===== src/rtl/chess_pkg.sv =====
// Shared chess board definitions: piece indices, start positions, FSM states and
// square-field helpers. Also used by the LCD renderer.
package chess_pkg;

    localparam int unsigned NumPieces = 16;
    localparam int unsigned LocW      = 6;

    // Piece index map within a colour's packed vectors
    localparam logic [3:0] PieceKing    = 4'd0;
    localparam logic [3:0] PieceQueen   = 4'd1;
    localparam logic [3:0] PieceBishop0 = 4'd2;
    localparam logic [3:0] PieceBishop1 = 4'd3;
    localparam logic [3:0] PieceKnight0 = 4'd4;
    localparam logic [3:0] PieceKnight1 = 4'd5;
    localparam logic [3:0] PieceRook0   = 4'd6;
    localparam logic [3:0] PieceRook1   = 4'd7;
    localparam logic [3:0] PiecePawn0   = 4'd8;

    localparam logic [95:0] INIT_LOC_W  = 96'h20928B30D38F0070460850C4;
    localparam logic [95:0] INIT_LOC_B  = 96'hC31CB3D35DB7E3FE7EEBDEFC;
    localparam logic [5:0]  INIT_CURSOR = 6'o04;

    typedef enum logic [2:0] {
        StIdle,
        StScanSrc,
        StSelected,
        StScanDst,
        StCommit
    } state_e;

    function automatic logic [2:0] loc_row(input logic [5:0] loc);
        return loc[5:3];
    endfunction

    function automatic logic [2:0] loc_col(input logic [5:0] loc);
        return loc[2:0];
    endfunction

    // Square of piece idx inside a packed 16 x 6-bit location vector
    function automatic logic [5:0] loc_at(input logic [95:0] vec, input logic [3:0] idx);
        return vec[6*idx +: 6];
    endfunction

endpackage


===== src/rtl/piece_scanner.sv =====
// Single-index occupancy probe: checks piece idx of both colours against a target square.
module piece_scanner (
    input  logic [3:0]  idx,
    input  logic [95:0] own_loc,
    input  logic [95:0] opp_loc,
    input  logic [15:0] own_alive,
    input  logic [15:0] opp_alive,
    input  logic [5:0]  target,
    output logic        own_hit,
    output logic        opp_hit,
    output logic [3:0]  hit_idx
);
    import chess_pkg::*;

    // Dead pieces keep a stale square, so the alive bit gates every match
    always_comb begin
        own_hit = own_alive[idx] && (loc_at(own_loc, idx) == target);
        opp_hit = opp_alive[idx] && (loc_at(opp_loc, idx) == target);
        hit_idx = idx;
    end

endmodule


===== src/rtl/move_controller.sv =====
// Board sequencer: cursor, select/move/capture FSM, and vblank-aligned board commits.
module move_controller #(
    parameter logic [95:0] INIT_LOC_W  = chess_pkg::INIT_LOC_W,
    parameter logic [95:0] INIT_LOC_B  = chess_pkg::INIT_LOC_B,
    parameter logic [5:0]  INIT_CURSOR = chess_pkg::INIT_CURSOR
) (
    input  logic        clk12,
    input  logic        reset,
    input  logic        btn_up,
    input  logic        btn_down,
    input  logic        btn_left,
    input  logic        btn_right,
    input  logic        btn_enter,
    input  logic        btn_esc,
    input  logic        vsync,
    output logic [5:0]  cursor,
    output logic        sel_active,
    output logic [95:0] location_vectors_w,
    output logic [95:0] location_vectors_b,
    output logic [15:0] alive_vectors_w,
    output logic [15:0] alive_vectors_b,
    output logic        player,
    output logic        busy,
    output logic        err,
    output logic        move_done,
    output logic        game_over
);
    import chess_pkg::*;

    state_e      state_q;
    logic [4:0]  cnt_q;
    logic [5:0]  cursor_q, src_q, dest_q;
    logic [3:0]  sel_idx_q, cap_idx_q;
    logic        found_q, own_blk_q, cap_q;
    logic [95:0] loc_w_q, loc_b_q;
    logic [15:0] alive_w_q, alive_b_q;
    logic        player_q, sel_active_q, busy_q, err_q, move_done_q, game_over_q;

    logic [95:0] own_loc, opp_loc;
    logic [15:0] own_alive, opp_alive;
    logic [5:0]  scan_target, cursor_nxt;
    logic        own_hit, opp_hit;
    logic [3:0]  hit_idx;

    // Mover/opponent views of the board and the square under test
    always_comb begin
        own_loc     = player_q ? loc_w_q : loc_b_q;
        opp_loc     = player_q ? loc_b_q : loc_w_q;
        own_alive   = player_q ? alive_w_q : alive_b_q;
        opp_alive   = player_q ? alive_b_q : alive_w_q;
        scan_target = (state_q == StScanDst) ? dest_q : cursor_q;
    end

    // Cursor step for the highest-priority direction button, wrapping modulo 8
    always_comb begin
        cursor_nxt = cursor_q;
        if (btn_up) begin
            cursor_nxt = {loc_row(cursor_q) + 3'd1, loc_col(cursor_q)};
        end else if (btn_down) begin
            cursor_nxt = {loc_row(cursor_q) - 3'd1, loc_col(cursor_q)};
        end else if (btn_left) begin
            cursor_nxt = {loc_row(cursor_q), loc_col(cursor_q) - 3'd1};
        end else if (btn_right) begin
            cursor_nxt = {loc_row(cursor_q), loc_col(cursor_q) + 3'd1};
        end
    end

    piece_scanner u_scanner (
        .idx       (cnt_q[3:0]),
        .own_loc   (own_loc),
        .opp_loc   (opp_loc),
        .own_alive (own_alive),
        .opp_alive (opp_alive),
        .target    (scan_target),
        .own_hit   (own_hit),
        .opp_hit   (opp_hit),
        .hit_idx   (hit_idx)
    );

    // Control FSM and board state; cnt_q[4] marks the decision cycle after 16 probes
    always_ff @(posedge clk12) begin
        if (reset) begin
            state_q      <= StIdle;
            cnt_q        <= '0;
            cursor_q     <= INIT_CURSOR;
            src_q        <= '0;
            dest_q       <= '0;
            sel_idx_q    <= '0;
            cap_idx_q    <= '0;
            found_q      <= 1'b0;
            own_blk_q    <= 1'b0;
            cap_q        <= 1'b0;
            loc_w_q      <= INIT_LOC_W;
            loc_b_q      <= INIT_LOC_B;
            alive_w_q    <= 16'hFFFF;
            alive_b_q    <= 16'hFFFF;
            player_q     <= 1'b1;
            sel_active_q <= 1'b0;
            busy_q       <= 1'b0;
            err_q        <= 1'b0;
            move_done_q  <= 1'b0;
            game_over_q  <= 1'b0;
        end else begin
            err_q       <= 1'b0;
            move_done_q <= 1'b0;
            case (state_q)
                StIdle: begin
                    if (!game_over_q && !btn_esc) begin
                        if (btn_enter) begin
                            state_q <= StScanSrc;
                            cnt_q   <= '0;
                            found_q <= 1'b0;
                            busy_q  <= 1'b1;
                        end else begin
                            cursor_q <= cursor_nxt;
                        end
                    end
                end
                StScanSrc: begin
                    if (!cnt_q[4]) begin
                        cnt_q <= cnt_q + 5'd1;
                        if (own_hit && !found_q) begin
                            found_q   <= 1'b1;
                            sel_idx_q <= hit_idx;
                            src_q     <= cursor_q;
                        end
                    end else begin
                        busy_q <= 1'b0;
                        if (found_q) begin
                            state_q      <= StSelected;
                            sel_active_q <= 1'b1;
                        end else begin
                            state_q <= StIdle;
                            err_q   <= 1'b1;
                        end
                    end
                end
                StSelected: begin
                    if (btn_esc) begin
                        state_q      <= StIdle;
                        sel_active_q <= 1'b0;
                    end else if (btn_enter) begin
                        if (cursor_q == src_q) begin
                            state_q      <= StIdle;
                            sel_active_q <= 1'b0;
                        end else begin
                            state_q   <= StScanDst;
                            dest_q    <= cursor_q;
                            cnt_q     <= '0;
                            own_blk_q <= 1'b0;
                            cap_q     <= 1'b0;
                            busy_q    <= 1'b1;
                        end
                    end else begin
                        cursor_q <= cursor_nxt;
                    end
                end
                StScanDst: begin
                    if (!cnt_q[4]) begin
                        cnt_q <= cnt_q + 5'd1;
                        if (own_hit) begin
                            own_blk_q <= 1'b1;
                        end
                        if (opp_hit) begin
                            cap_q     <= 1'b1;
                            cap_idx_q <= hit_idx;
                        end
                    end else if (own_blk_q) begin
                        state_q <= StSelected;
                        err_q   <= 1'b1;
                        busy_q  <= 1'b0;
                    end else begin
                        state_q <= StCommit;
                    end
                end
                StCommit: begin
                    // Whole move lands in one vblank cycle so no frame sees it half done
                    if (vsync) begin
                        if (player_q) begin
                            loc_w_q[6*sel_idx_q +: 6] <= dest_q;
                            if (cap_q) alive_b_q[cap_idx_q] <= 1'b0;
                        end else begin
                            loc_b_q[6*sel_idx_q +: 6] <= dest_q;
                            if (cap_q) alive_w_q[cap_idx_q] <= 1'b0;
                        end
                        if (cap_q && cap_idx_q == PieceKing) game_over_q <= 1'b1;
                        player_q     <= ~player_q;
                        move_done_q  <= 1'b1;
                        sel_active_q <= 1'b0;
                        busy_q       <= 1'b0;
                        state_q      <= StIdle;
                    end
                end
                default: state_q <= StIdle;
            endcase
        end
    end

    assign cursor             = cursor_q;
    assign sel_active         = sel_active_q;
    assign location_vectors_w = loc_w_q;
    assign location_vectors_b = loc_b_q;
    assign alive_vectors_w    = alive_w_q;
    assign alive_vectors_b    = alive_b_q;
    assign player             = player_q;
    assign busy               = busy_q;
    assign err                = err_q;
    assign move_done          = move_done_q;
    assign game_over          = game_over_q;

endmodule


===== config.mk =====
export PLATFORM = sky130hd
export DESIGN_NAME = move_controller
export DESIGN_NICKNAME = d
export VERILOG_FILES = /design/src/rtl/chess_pkg.sv /design/src/rtl/piece_scanner.sv /design/src/rtl/move_controller.sv
export SDC_FILE = /design/constraint.sdc
export NUM_CORES = 1
export LEC_CHECK = 0
export BUFFER_PORTS_ARGS = -buffer_cell sky130_fd_sc_hd__buf_4
export CAP_MARGIN = 15
export CORE_MARGIN = 4
export CORE_UTILIZATION = 52
export CTS_CLUSTER_SIZE = 10
export DETAILED_ROUTE_END_ITERATION = 8
export PLACE_DENSITY_LB_ADDON = 0.25
export SYNTH_ARGS = -nofsm -noshare
export SYNTH_HDL_FRONTEND = slang
export SYNTH_SLANG_ARGS = --single-unit

===== constraint.sdc =====
create_clock -name clk12 -period 3.35 [get_ports clk12]
set_clock_uncertainty 0.15 [all_clocks]
set_input_delay 0.67 -clock clk12 [delete_from_list [all_inputs] [get_ports clk12]]
set_output_delay 0.67 -clock clk12 [all_outputs]
set_load 0.005 [all_outputs]

Yosys cells after proc, flatten, opt, wreduce, memory -nomap -nowiden
Cells that the tools add are included.
Operators by class
  add/subtract/negate cells: 6
  $mul: 2
  order comparisons: 3
  equality and inequality tests: 25
  shifts and indexed selects: 4
  muxes and demuxes: 75
  bitwise logic cells: 8
  reduce and logical (&&, ||, !) cells: 37
Operators with widths (count)
  $bwmux W96: 2
  $mux W96: 2
  $shiftx A96 B8 Y6: 2
  $shift A6 B34 Y96 const A: 1
  $shiftx A6 B34 Y96: 1
  $mux W6: 6
  $neg A7 Y34: 1
  $mux W1: 33
  $and A16 B16 Y16: 2
  $mux W16: 2
  $ne A2 B2 Y1 const B: 16
  $mux W3: 10
  $mux W5: 6
  $reduce_and A6 Y1: 5
  $eq A6 B6 Y1: 3
  $reduce_and A3 Y1: 6
  $not A16 Y16: 1
  $pmux W3 S5: 1
  $pmux W5 S3: 1
  $mul A2 B4 Y6 const A: 2
  $pmux W6 S2: 1
  $reduce_and A4 Y1: 3
  $lt A4 B5 Y1 const B: 2
  $reduce_and A10 Y1: 1
  26 further kinds: 50
Word-level totals
  register bits: 267
  input bits: 9
  output and inout port bits: 236

Longest topological paths before layout
  depth in word-level cells: 8
  gate-level depth with buffers: 16

Cells and area by module
Synthesis repeated with hierarchy kept, for this count alone.
Second synthesis, totals
  cell total of the unflattened synthesis: 1879
  area, all modules: 17300.3 µm²
Modules (own cells, without submodules)
  move_controller: times used 1, cells each 1708, area an instance 15128.3 µm²
  piece_scanner: times used 1, cells each 171, area an instance 2172.1 µm²

Least setup slack after synthesis
OpenSTA, ideal clock, no wires.
  path type: reg2reg
  start: reg sel_idx_q[1]
  end: reg loc_b_q[3] (netlist: location_vectors_b[3])
  data arrival time: 3416 ps
  required time: 3071 ps
  slack: -345 ps
  stages on the path, launching flop included: 16
  path buffers: 3
  cell sequence: dfxtp_1 ha_1 inv_1 fa_1 xnor2_1 and2_1 clkbuf_1 and3_1 ha_1 a41o_1 clkbuf_1 clkbuf_1 nor2_1 a41oi_1 mux2i_1 nand2_1
On the way
  longest elaborated chain between the ends: 4
RTL lines
  from (decl): RTL line move_controller.sv:33  | logic [3:0] sel_idx_q, cap_idx_q;
  from (signal assigned): RTL line move_controller.sv:124  | sel_idx_q <= hit_idx;
  $mul A2 B4 Y6 (*): RTL line move_controller.sv:183  | loc_b_q[6*sel_idx_q +: 6] <= dest_q;
  $neg A7 Y34 (*): RTL line move_controller.sv:183
  $shiftx A6 B34 Y96 / $shift A6 B34 Y96 (equally long branches): RTL line move_controller.sv:183
  $bwmux W96 (*): RTL line move_controller.sv:183
  to (signal, indexed assignment): RTL line move_controller.sv:183
  to (decl): RTL line move_controller.sv:35  | logic [95:0] loc_w_q, loc_b_q;
Every way passes the cells marked *; elsewhere a longest branch is shown, timed or not.
A chain may end at the register's enable or synchronous reset.

Final worst setup path
  start: reg sel_idx_q[1]
  end: reg loc_w_q[36] (netlist: location_vectors_w[36])
On the way
  longest elaborated chain between the ends: 4
RTL lines
  $mul A2 B4 Y6 (*): RTL line move_controller.sv:180  | loc_w_q[6*sel_idx_q +: 6] <= dest_q;
  $neg A7 Y34 (*): RTL line move_controller.sv:180
  $shiftx A6 B34 Y96 / $shift A6 B34 Y96 (equally long branches): RTL line move_controller.sv:180
  $bwmux W96 (*): RTL line move_controller.sv:180
  to (signal, indexed assignment): RTL line move_controller.sv:180
  to (decl): RTL line move_controller.sv:35
Marks and branches as above.

==> metrics.txt <==
# TYPE chip_impl_metric gauge
chip_impl_metric{name="avg_inst_size_synth",unit="um^2"} 8.65
chip_impl_info{name="crit_path_cell_trace",value="buf_4 > inv_1 > buf_4 > ha_2 > nor2_1 > buf_4 > or2_2 > a41o_1 > buf_12 > nor3_2 > a21oi_1 > nor2_1 > mux2i_1"} 1
chip_impl_info{name="yosys.area.top_type",value="dfxtp_1"} 1
chip_impl_metric{name="layout.core_utilization",unit=""} 0.736
chip_impl_metric{name="crit_path_max_cell_delay",unit="ns"} 0.37
chip_impl_metric{name="finalCritPeriodShare",unit=""} 1.00
chip_impl_info{name="clockRootBuffer",value="clkbuf_16"} 1
chip_impl_metric{name="cts-root-to-sink-buffers",unit=""} 3
chip_impl_metric{name="grt_usage",unit=""} 0.417
chip_impl_metric{name="overall_die_area",unit="um^2"} 32300
chip_impl_metric{name="synthArstFlopShare",unit=""} 0
chip_impl_metric{name="ios",unit=""} 245
chip_impl_metric{name="crit_required",unit="ns"} 3.64
chip_impl_metric{name="numCtsBuffers",unit=""} 34
chip_impl_metric{name="setup_slack",unit="ns"} -0.00610
chip_impl_metric{name="p_per_area",unit="nW/um^2"} 338
chip_impl_metric{name="cts_sinks",unit=""} 267
chip_impl_metric{name="post-route-drc-count",unit=""} 0
chip_impl_metric{name="yosys_register_bits",unit=""} 267
chip_impl_metric{name="diodes",unit=""} 0
chip_impl_metric{name="chipHeight",unit="um"} 180
chip_impl_metric{name="critPathBufInv",unit=""} 5
chip_impl_metric{name="antenna_violations_before_repair",unit=""} 0
chip_impl_metric{name="cts_htree_levels",unit=""} 2
chip_impl_metric{name="global_route.overflow_total",unit=""} 0
chip_impl_metric{name="final-max-slew-violation-count",unit=""} 0
chip_impl_metric{name="vdd_drop_max",unit="V"} 0.000406
chip_impl_info{name="slowest_stage",value="dfxtp_2"} 1
chip_impl_metric{name="drtAntennaViolNets",unit=""} 0
chip_impl_metric{name="power.total",unit="uW"} 7180
chip_impl_metric{name="vias_per_cell",unit=""} 6.61
chip_impl_metric{name="routed_via_count",unit=""} 17384
chip_impl_metric{name="cell_variety_after_synth",unit=""} 79
chip_impl_metric{name="floorplan.initialDensity",unit=""} 0.531
chip_impl_metric{name="synth.top_cell.area_share",unit=""} 0.349
chip_impl_metric{name="ys.warnings.count",unit=""} 0
chip_impl_info{name="dominant_cell_by_count_in_the_synthesized_netlist",value="nand2_1"} 1
chip_impl_info{name="synth_top_flop_cell",value="dfxtp_1"} 1
chip_impl_info{name="timing.critical_path.max_delay_family",value="simple AND/OR/NAND/NOR gates"} 1
chip_impl_metric{name="headroom_to_the_max_slew_limit",unit=""} 0.446
chip_impl_metric{name="final_nets",unit=""} 2255
chip_impl_info{name="failed_checks",value="setup timing"} 1
chip_impl_metric{name="drive_above_1_share",unit=""} 0.360
chip_impl_metric{name="final_period_minus_worst_setup_slack",unit="ns"} 3.36
chip_impl_info{name="yosys-top-cells-area",value="dfxtp_1 35%, mux2i_1 11%, mux4_2 9.7%, nand2_1 6.9%, nor2_1 4.9%"} 1
chip_impl_metric{name="synth_enable_flop_cells",unit=""} 0
chip_impl_metric{name="timing.critical_path.fanout_max",unit=""} 19
chip_impl_metric{name="synth.cell_area",unit="um^2"} 15300
chip_impl_info{name="critPathMostFrequentCell",value="buf_4"} 1
chip_impl_info{name="cts_tree",value="done"} 1
chip_impl_metric{name="postSynthNetCount",unit=""} 1791
chip_impl_metric{name="hpwlAfterDp",unit="mm"} 54.3
chip_impl_metric{name="synth_to_layout_area_growth",unit="%"} 38.7
chip_impl_info{name="setup_crit_end_kind",value="register"} 1
chip_impl_metric{name="max_clock_freq",unit="MHz"} 298
chip_impl_metric{name="pre_cts_slack",unit="ns"} -0.251
chip_impl_metric{name="timing.critical_path.arrival",unit="ns"} 3.64
chip_impl_metric{name="multi_input_comb_area",unit="um^2"} 9930
chip_impl_metric{name="regArea",unit="um^2"} 5360
chip_impl_metric{name="largest_net_degree_at_the_start_of_global_routing",unit=""} 103
chip_impl_info{name="startpoint_type",value="register"} 1
chip_impl_metric{name="hold_viol",unit=""} 0
chip_impl_metric{name="routed_wire_length_per_instance",unit="um"} 27.3
chip_impl_metric{name="power.static_leakage",unit="uW"} 0.00882
chip_impl_metric{name="grt_pass1_wl",unit="mm"} 105
chip_impl_metric{name="count_of_routing_violations_after_the_opening_detailed_route_iteration",unit=""} 2296
chip_impl_metric{name="design.core.area",unit="um^2"} 28900
chip_impl_info{name="synth.top_cells.by_count",value="283 x nand2_1, 267 x dfxtp_1, 199 x nor2_1, 175 x mux2i_1, 99 x a21oi_1"} 1
chip_impl_metric{name="routed_wirelength",unit="mm"} 71.8
chip_impl_info{name="run_status",value="finished, violations left"} 1
chip_impl_metric{name="row_count",unit=""} 62
chip_impl_metric{name="routabilityCongestion",unit=""} 1.07
chip_impl_metric{name="clkTransAtPathRegs",unit="ns"} 0.05
chip_impl_metric{name="drt_pre_antenna_iters",unit=""} 8
chip_impl_info{name="unrepaired_setup_endpoints_after_global_routing",value="yes"} 1
chip_impl_metric{name="cap_violations",unit=""} 0
chip_impl_metric{name="filler_cell_count_in_the_final_layout",unit=""} 2208
chip_impl_info{name="min-delay-path-class",value="register to register"} 1
chip_impl_metric{name="number_of_buffers_inserted_by_port_buffering",unit=""} 244
chip_impl_metric{name="die_width",unit="um"} 180
chip_impl_metric{name="via_count_of_the_first_global_routing_pass",unit=""} 16455
chip_impl_metric{name="clk_latency",unit="ns"} 0.53
chip_impl_info{name="worstSetupPathType",value="register to register"} 1
chip_impl_metric{name="worst_pin_slew",unit="ns"} 0.831
chip_impl_metric{name="setup_violations",unit=""} 1
chip_impl_metric{name="syn_inst",unit=""} 1770
chip_impl_metric{name="seq_area_frac_synth",unit=""} 0.349
## worst paths after layout
check	start	to	slack, ns	depth (start not counted)
worst max-delay path	sel_idx_q[1]$_SDFFE_PP0P_	location_vectors_w[36]$_SDFFE_PP1P_	-0.006	13
worst min-delay path	busy$_SDFFE_PP0P_	busy$_SDFFE_PP0P_	0.31	2
worst max register to register	sel_idx_q[1]$_SDFFE_PP0P_	location_vectors_w[36]$_SDFFE_PP1P_	-0.006	13
worst min register to register	busy$_SDFFE_PP0P_	busy$_SDFFE_PP0P_	0.31	2
## layer usage
| layer | vias to the layer above | share of wire | GRT usage |
|---|---|---|---|
| li1 | 7374 | - | - |
| met1 | 8200 | 0.36 | 0.527 |
| met2 | 1456 | 0.43 | 0.631 |
| met3 | 354 | 0.14 | 0.122 |
| met4 | 0 | 0.080 | 0.256 |
| met5 | - | 0 | 0 |
## placed cells by master, fill, tap and decap left out, drive strengths merged, types with 8 or more instances in the layout
master / synthesis / final
o22ai: 16 / 16
nand2: 283 / 283
o211ai: 30 / 30
nor2b: 14 / 14
nand3: 63 / 63
clkbuf: 83 / 45
nand2b: 11 / 11
nand4: 9 / 9
a22oi: 12 / 12
a211oi: 11 / 11
inv: 24 / 27
a21oi: 99 / 99
nor4: 10 / 10
dfxtp: 267 / 267
o21ai: 68 / 68
nor3: 66 / 66
o311ai: 13 / 13
xor2: 12 / 12
xnor2: 17 / 17
nor2: 199 / 199
a22o: 16 / 16
or2: 10 / 10
mux4: 66 / 66
buf: 40 / 550
mux2i: 175 / 175
or3: 15 / 15
o221ai: 11 / 11
a41oi: 8 / 8
and2: 11 / 11
mux2: 8 / 8
ha: 10 / 10
## kinds of logic (layout without fill, tap and decap cells)
group / Yosys count / after routing / synth area share
flip-flops: 267 / 267 / 0.349
multiplexers: 249 / 249 / 0.217
buffers and inverters: 147 / 624 / 0.0459
AO/OA/AOI/OAI: 348 / 348 / 0.151
AND/OR/NAND/NOR: 717 / 717 / 0.208
XOR/XNOR: 30 / 30 / 0.0181
adder cells (fa/ha/maj): 12 / 12 / 0.0108
## metrics by stage
stage	TNS (ns)	hold slack, ns	instance area [um^2]	cells
6_report	-0.00610	0.307	21200	2631
5_1_grt	-0.904	0.335	21200	2631
4_1_cts	-0.222	0.310	20500	2613
3_5_place_dp	-4.66	0.303	19400	2560
3_3_place_gp	-2.50	0.295	19400	2560
2_1_floorplan	-0.0505	0.296	15400	1770
## what timing repair did
item	CTS	global route
pin swaps	1	21
buffers inserted	4	17
gates cloned	0	1
endpoints found under the setup margin	84	182
gates resized for setup	27	125
hold buffers	0	0
## flip-flops by register name, summed over array words and instances (netlist names), 3 cells and up
name	count
dest_q	6
src_q	6
cursor	6
alive_vectors_w	16
state_q	3
sel_idx_q	4
cap_idx_q	4
cnt_q	5
location_vectors_b	96
alive_vectors_b	16
location_vectors_w	96
## report_power, final
group / switching [uW] / leakage [uW] / internal (uW)
clock: 1450 / 0.000487 / 1970
sequential: 14.0 / 0.00216 / 3180
combinational: 332 / 0.00617 / 239
## layout make-up
type,instances,share of cell area
well taps,384,0.0226
inverters,24,0.00436
clock inverters,5,0.00224
clock buffers,44,0.0442
multi-input cells,1356,0.468
flip-flops and latches,267,0.252
repair buffers,551,0.207
## worst reg2reg max path, stage by stage, from the launching register on
cell	delay (ns)
dfxtp_2	0.37
buf_4	0.13
inv_1	0.05
buf_4	0.13
ha_2	0.37
nor2_1	0.07
buf_4	0.21
or2_2	0.33
a41o_1	0.28
buf_12	0.17
nor3_2	0.35
a21oi_1	0.17
nor2_1	0.27
mux2i_1	0.23
Note: power is estimated with default switching activity, not from simulation.
